[config.mk]
export PLATFORM = sky130hd
export DESIGN_NAME = mac_pe
export DESIGN_NICKNAME = d
export VERILOG_FILES = /design/src/rtl/mac_pe.sv
export SDC_FILE = /design/constraint.sdc
export NUM_CORES = 1
export LEC_CHECK = 0
export ABC_AREA = 1
export BUFFER_PORTS_ARGS = -buffer_cell sky130_fd_sc_hd__buf_2
export CAP_MARGIN = 5
export CORE_MARGIN = 3
export CORE_UTILIZATION = 45
export DETAILED_ROUTE_END_ITERATION = 12
export GPL_TIMING_DRIVEN = 0
export PLACE_DENSITY = 0.68
export SYNTH_ARGS = -nofsm -noshare
export SYNTH_HDL_FRONTEND = slang
export SYNTH_SLANG_ARGS = --single-unit
[constraint.sdc]
create_clock -name clock -period 6.06 [get_ports clock]
set_input_delay 0.303 -clock clock [delete_from_list [all_inputs] [get_ports clock]]
set_output_delay 0.303 -clock clock [all_outputs]
set_load 0.01 [all_outputs]
[src/rtl/mac_pe.sv]
// Weight-stationary multiply-accumulate processing element for the systolic array.
// Double-buffered weight; activations pass east and partial sums pass south through one register stage.
module mac_pe #(
    parameter int unsigned DATA_SIZE = 8,
    parameter int unsigned ACC_SIZE  = 32,
    parameter int unsigned SIGNED    = 1,
    parameter int unsigned SATURATE  = 0
) (
    input  logic                 clock,
    input  logic                 reset,
    input  logic [DATA_SIZE-1:0] w_in,
    input  logic                 w_valid,
    output logic                 w_ready,
    input  logic                 w_swap,
    output logic                 w_active_valid,
    input  logic [DATA_SIZE-1:0] act_in,
    input  logic                 act_valid_in,
    output logic [DATA_SIZE-1:0] act_out,
    output logic                 act_valid_out,
    input  logic [ACC_SIZE-1:0]  psum_in,
    output logic [ACC_SIZE-1:0]  psum_out,
    output logic                 psum_valid_out,
    output logic                 ovf
);

    localparam int unsigned PROD_SIZE = 2 * DATA_SIZE;

    localparam logic [ACC_SIZE-1:0] S_MAX = {1'b0, {(ACC_SIZE-1){1'b1}}};
    localparam logic [ACC_SIZE-1:0] S_MIN = {1'b1, {(ACC_SIZE-1){1'b0}}};
    localparam logic [ACC_SIZE-1:0] U_MAX = {ACC_SIZE{1'b1}};

    // Bit 1 = active weight valid, bit 0 = shadow register full.
    typedef enum logic [1:0] {
        W_EMPTY = 2'b00,
        W_PEND0 = 2'b01,
        W_READY = 2'b10,
        W_PEND1 = 2'b11
    } wstate_e;

    wstate_e                state_q, state_d;
    logic [DATA_SIZE-1:0]   shadow_q, shadow_d;
    logic [DATA_SIZE-1:0]   active_q, active_d;
    logic                   ovf_q, ovf_d;
    logic [DATA_SIZE-1:0]   act_q;
    logic                   act_valid_q;
    logic [ACC_SIZE-1:0]    psum_q, psum_d;
    logic                   psum_valid_q;

    logic                   load_s;
    logic                   swap_s;
    logic [PROD_SIZE-1:0]   act_x_s;
    logic [PROD_SIZE-1:0]   w_x_s;
    logic [PROD_SIZE-1:0]   prod_s;
    logic [ACC_SIZE-1:0]    prod_ext_s;
    logic [ACC_SIZE:0]      sum_s;
    logic                   mac_ovf_s;
    logic [ACC_SIZE-1:0]    mac_res_s;

    assign load_s = w_valid & ~state_q[0];
    assign swap_s = w_swap & state_q[0];

    // Weight buffer state machine: next state and shadow/active register updates.
    always_comb begin
        state_d  = state_q;
        shadow_d = shadow_q;
        active_d = active_q;
        case (state_q)
            W_EMPTY: begin
                if (load_s) state_d = W_PEND0;
                else        state_d = W_EMPTY;
            end
            W_PEND0: begin
                if (swap_s) state_d = W_READY;
                else        state_d = W_PEND0;
            end
            W_READY: begin
                if (load_s) state_d = W_PEND1;
                else        state_d = W_READY;
            end
            W_PEND1: begin
                if (swap_s) state_d = W_READY;
                else        state_d = W_PEND1;
            end
            default: state_d = W_EMPTY;
        endcase
        if (load_s) begin
            shadow_d = w_in;
        end else begin
            shadow_d = shadow_q;
        end
        if (swap_s) begin
            active_d = shadow_q;
        end else begin
            active_d = active_q;
        end
    end

    // Multiply-accumulate datapath with overflow detection and optional clamping.
    always_comb begin
        act_x_s    = {PROD_SIZE{1'b0}};
        w_x_s      = {PROD_SIZE{1'b0}};
        prod_ext_s = {ACC_SIZE{1'b0}};
        mac_ovf_s  = 1'b0;
        mac_res_s  = {ACC_SIZE{1'b0}};
        if (SIGNED != 0) begin
            act_x_s = {{DATA_SIZE{act_in[DATA_SIZE-1]}}, act_in};
            w_x_s   = {{DATA_SIZE{active_q[DATA_SIZE-1]}}, active_q};
        end else begin
            act_x_s = {{DATA_SIZE{1'b0}}, act_in};
            w_x_s   = {{DATA_SIZE{1'b0}}, active_q};
        end
        // The low PROD_SIZE bits of the widened product are exact for both signednesses.
        prod_s = act_x_s * w_x_s;
        if (SIGNED != 0) begin
            prod_ext_s = {ACC_SIZE{prod_s[PROD_SIZE-1]}};
        end else begin
            prod_ext_s = {ACC_SIZE{1'b0}};
        end
        prod_ext_s[PROD_SIZE-1:0] = prod_s;
        sum_s = {1'b0, psum_in} + {1'b0, prod_ext_s};
        if (SIGNED != 0) begin
            mac_ovf_s = (psum_in[ACC_SIZE-1] == prod_ext_s[ACC_SIZE-1]) &&
                        (sum_s[ACC_SIZE-1] != psum_in[ACC_SIZE-1]);
        end else begin
            mac_ovf_s = sum_s[ACC_SIZE];
        end
        if (mac_ovf_s && (SATURATE != 0)) begin
            if (SIGNED != 0) begin
                mac_res_s = psum_in[ACC_SIZE-1] ? S_MIN : S_MAX;
            end else begin
                mac_res_s = U_MAX;
            end
        end else begin
            mac_res_s = sum_s[ACC_SIZE-1:0];
        end
    end

    // Next partial sum and sticky overflow; a committed swap starts a fresh tile.
    always_comb begin
        psum_d = psum_in;
        ovf_d  = ovf_q;
        if (act_valid_in) begin
            psum_d = mac_res_s;
        end else begin
            psum_d = psum_in;
        end
        if (swap_s) begin
            ovf_d = 1'b0;
        end else if (act_valid_in && mac_ovf_s) begin
            ovf_d = 1'b1;
        end else begin
            ovf_d = ovf_q;
        end
    end

    // State and pipeline registers.
    always_ff @(posedge clock or negedge reset) begin
        if (!reset) begin
            state_q      <= W_EMPTY;
            shadow_q     <= {DATA_SIZE{1'b0}};
            active_q     <= {DATA_SIZE{1'b0}};
            ovf_q        <= 1'b0;
            act_q        <= {DATA_SIZE{1'b0}};
            act_valid_q  <= 1'b0;
            psum_q       <= {ACC_SIZE{1'b0}};
            psum_valid_q <= 1'b0;
        end else begin
            state_q      <= state_d;
            shadow_q     <= shadow_d;
            active_q     <= active_d;
            ovf_q        <= ovf_d;
            act_q        <= act_in;
            act_valid_q  <= act_valid_in;
            psum_q       <= psum_d;
            psum_valid_q <= act_valid_in;
        end
    end

    assign w_ready        = ~state_q[0];
    assign w_active_valid = state_q[1];
    assign act_out        = act_q;
    assign act_valid_out  = act_valid_q;
    assign psum_out       = psum_q;
    assign psum_valid_out = psum_valid_q;
    assign ovf            = ovf_q;

endmodule

Word-level counts from Yosys, hierarchy flattened
Cells that the tools add are included.

Flip-flop bits (word level): 60. Logic and storage cells: 29. Output and inout port bits: 45. Bits of input ports: 53.

Equality and inequality tests: 5. Multiplexer cells: 8. Add/sub/neg operators: 1. Multiply operators: 1. Reduce and logical (&&, ||, !) cells: 4. Bitwise operators: 3.

Operators by type and width (number): $add 32x32->32 (1); $mux 32 (1); $mul 8x8->16 (1); $pmux 2 s4 (1); $mux 1 (5); $eq 2x2->1 const B (2); $and 1x1->1 (2); $eq 2x1->1 const B (1); $logic_and 1x1->1 (2); $logic_not 2->1 (1); $mux 2 (1); $reduce_bool 2->1 (1); $eq 1x1->1 (1); $ne 1x1->1 (1); $not 1->1 (1).

Logic depth before layout (Yosys ltp)
Depth in word-level cells: 7. Mapped depth: 34. Mapped depth without buffers: 33.

Worst setup path before layout
No wires, ideal clock.

Path type: reg-to-reg. From: reg active_q[2]. To: reg psum_q[30], in the netlist psum_out[30]. Stages on the path, launching flop included: 29. Arrival time: 5520 ps. Required time: 5942 ps. Buffers on the path: 1. Period minus slack after synthesis: 5638 ps. Setup time: 118 ps. Slack: 422 ps. Path through: dfrtp_1 clkbuf_1 nand2_1 inv_1 fa_1 inv_1 fa_1 inv_1 fa_1 inv_1 fa_1 inv_1 ha_1 nand2_1 nor2_1 nand3_1 inv_1 nor2_1 nand2_1 nand2_1 ha_1 a21oi_1 o21ai_0 a21oi_1 inv_1 a21oi_1 nand3_1 nand3_1 nand2_1.

Cells in the longest elaborated chain, start to end: 3.

RTL lines: start: declaration (RTL line 42) `logic [DATA_SIZE-1:0] active_q, active_d;`; start signal: assignment (RTL line 161) `active_q <= {DATA_SIZE{1'b0}};`; start signal: assignment (RTL line 170) `active_q <= active_d;`; $mul 8x8->16 (RTL line 113) `prod_s = act_x_s * w_x_s;`; $add 32x32->32 (RTL line 120) `sum_s = {1'b0, psum_in} + {1'b0, prod_ext_s};`; $mux 32 (RTL line 142) `if (act_valid_in) begin`; via psum_d[30] (RTL line 46) `logic [ACC_SIZE-1:0] psum_q, psum_d;`; end signal: assignment (RTL line 165) `psum_q <= {ACC_SIZE{1'b0}};`; end signal: assignment (RTL line 174) `psum_q <= psum_d;`; end: declaration (RTL line 46).

The timed path passes the listed nets, and every way through them passes these cells. A chain may end at the register's enable or synchronous reset.

Worst setup path in the final report
From: reg active_q[2]. To: reg ovf_q, in the netlist ovf.

Cells in the longest elaborated chain, start to end: 6. Elaborated cells on any way between the ends: 7. Those cells by class: add/sub: 1; mul: 1; eq/ne: 2; reduce/logical: 3.

RTL lines: $mul 8x8->16 (*) (RTL line 113); $add 32x32->32 (RTL line 120); $ne 1x1->1 (RTL line 123) `(sum_s[ACC_SIZE-1] != psum_in[ACC_SIZE-1]);`; $logic_and 1x1->1 (*) (RTL line 122) `mac_ovf_s = (psum_in[ACC_SIZE-1] == prod_ext_s[ACC_SIZE-1]) &&`; $logic_and 1x1->1 (*) (RTL line 149) `end else if (act_valid_in && mac_ovf_s) begin`; $reduce_bool 2->1 (no line) (*); end signal: assignment (RTL line 171) `ovf_q <= ovf_d;`; end: declaration (RTL line 43) `logic ovf_q, ovf_d;`.

Mark *: on every way between the ends. The rest lies on a longest branch, timed or not.

==> impl_results.md <==
- DRT Pass-1 Iters: 5
- CP Class: flip-flop to flip-flop
- Post-Syn Nets: 1,137
- #FFs+latches synth: 60
- Setup crit start kind: flip-flop
- Share of cells above drive strength 1: 0.1874
- Actual slew at the worst max-slew pin: 689.9 ps
- Min Clock Period, post-route: 5743 ps
- First-pass GRT wire length: 28,100 um
- Final wirelength: 17,280 um
- Num CTS Buffers: 9
- Residual DRC: 0
- Syn Area/Cell: 7.074 um^2
- Top cells by area, synth: dfrtp_1 (22%), fa_1 (16%), nand2_1 (15%)
- Core ar.: 0.01470 mm^2
- Final Hold Viols: 1
- Max Root-Sink Buffers: 2
- Drt wl/cell: 13.64 um
- Worst Slack Setup Final: 317.0 ps
- Status: complete, but fails checks
- I/O Buffers: 97
- Clk root buf: clkbuf_16
- CTS tree: built
- Dpl hpwl: 14,140 um
- Vias per cell: 4.875
- GPL Wtd Cong: 0.9679
- DR vias: 6,176
- Final setup vio count: 0
- Req. time, crit path: 6330 ps
- Final core utilization: 0.5624
- Yosys warns: 0
- Hold buffers post-CTS: 0
- Clk_skew: 5.773 ps
- CTS clk-pin slew, worst paths: 60 ps
- Htree depth: 3
- I/O pin cnt: 98
- Register area share after synthesis: 0.2195
- Final Cycle Share: 0.9477
- Worst setup EP type: flip-flop
- Mapped Area: 0.006840 mm^2
- Initial antenna violation count: 0
- GRT Residual Overflow: 0
- Final Slew Violations: 0
- Vert. Die Dim: 129.3 um
- Max_slew headroom: 0.5401
- Initial cell density of the core: 0.4654
- Post-Place Worst Slack: -486.0 ps
- Routed Antenna Nets: 0
- EDFF count, synth: 0
- Min-delay worst type: input pin to asynchronous set/reset pin
- Syn Inst Count: 967
- First DRT Iteration DRCs: 368
- Dominant cell type by area after synthesis: dfrtp_1
- Die X: 129.3 um
- Slowest cell on the critical path: fa_2
- Worst-path fanout max: 5
- Post-synth ARST share: 1.000
- Final net count: 1,249
- Failing checks: negative hold slack
- Vias in the first global route: 5,770
- Sink Count: 60
- Die area: 0.01672 mm^2
- Largest net degree at the start of global routing: 33
- Distinct cell type count after synthesis: 35
- Top achievable clock speed: 174.1 MHz
- CP peak stage delay: 600 ps
- Max Cap Viol: 0
- Worst-skew pair later-pin latency: 340 ps
- WHS: -2.728 ps
- Total GRT Usage: 0.2125
- Critical Path AT: 6010 ps
- Most common cell after layout, fill and taps aside: nand2_1
- Area growth syn-to-layout: 20.85%
- Row cnt: 44
- Commonest non-fill, non-tap cells in the layout: nand2_1 (259), inv_1 (216), buf_2 (97)
- Post-synth top area share: 0.2195
- Most used cell, CP: nand2_1
- Main synth FF type: dfrtp_1
- Antenna Cells: 0
## cells by family after synthesis
logic type | synth area share
adder cells (fa/ha/maj) | 0.2755
XOR/XNOR | 0.02817
AO/OA/AOI/OAI | 0.08999
buffers and inverters | 0.1350
flip-flops | 0.2195
AND/OR/NAND/NOR | 0.2519
## per-layer routing
metal  share of wire  vias to the layer above  GRT usage
li1                -                     3156          -
met5               0                        -          0
met2            0.43                      173     0.3168
met3           0.065                       21    0.03875
met1            0.48                     2826     0.3192
met4           0.016                        0    0.05250
## area by class of cell
type | instances | area (um^2)
Fill cell | 1407 | 6432
Multi-Input combinational cell | 664 | 4710
Sequential cell | 60 | 1511
Inverter | 221 | 829.5
Timing Repair Buffer | 106 | 578.1
Clock buffer | 11 | 242.7
Tap cell | 184 | 230.2
Clock inverter | 4 | 97.59
Buffer | 17 | 67.56
## state kept, by name (all words and copies together), names as in the netlist
signal          cells
act_out             8
active_q            8
psum_out           32
psum_valid_out      1
shadow_q            8
state_q             2
ovf                 1
## per-stage QoR
step           instance area, um^2  TNS [ps]  hold slack, ps  cells
6_report                      8267         0          -2.728   1267
4_1_cts                       7945         0           23.89   1262
3_5_place_dp                  7576     -6091           392.9   1249
5_1_grt                       8267    -37.09           67.62   1267
2_1_floorplan                 6840         0           7.409    967
3_3_place_gp                  7556     -5968           426.9   1248
## timing repair
| item | CTS | global route |
|---|---|---|
| resized for setup | 7 | 61 |
| gates cloned | 1 | 1 |
| pin swaps | 1 | 7 |
| endpoints found under the setup margin | 17 | 21 |
| buffers inserted | 0 | 8 |
## final timing paths
path	startpoint	endpoint	slack, ps	cells past startpoint
min in group clock	act_in[2]	act_out[2]	80	1
hold / removal	reset	psum_out[29]	-3	1
setup reg to reg	active_q[2]	ovf	320	29
setup / recovery	active_q[2]	ovf	320	29
max in group asynchronous	reset	active_q[6]	5430	2
hold reg to reg	state_q[1]	state_q[1]	470	1
## critical path, delay by kind of cell, from the launching register on
kind / cells / cell delay (ps)
fa+ha+maj: 6 / 2820
simple gates: 15 / 1730
flops: 1 / 430
buf+inv: 6 / 370
compound gates: 2 / 310
## Yosys cell counts (5+ instances only)
cell type,count
nand2_1,265
inv_1,218
nor2_1,64
ha_1,61
dfrtp_1,60
fa_1,56
a21oi_1,51
nand3_1,40
o21ai_0,31
clkbuf_1,23
xnor2_1,14
nand4_1,11
xor2_1,8
nand2_2,7
o21ai_1,7
nor2_2,6
o21a_1,5
Power is not shown: default switching activity piles up to over one toggle a cycle in this logic, so the estimate is an artifact.
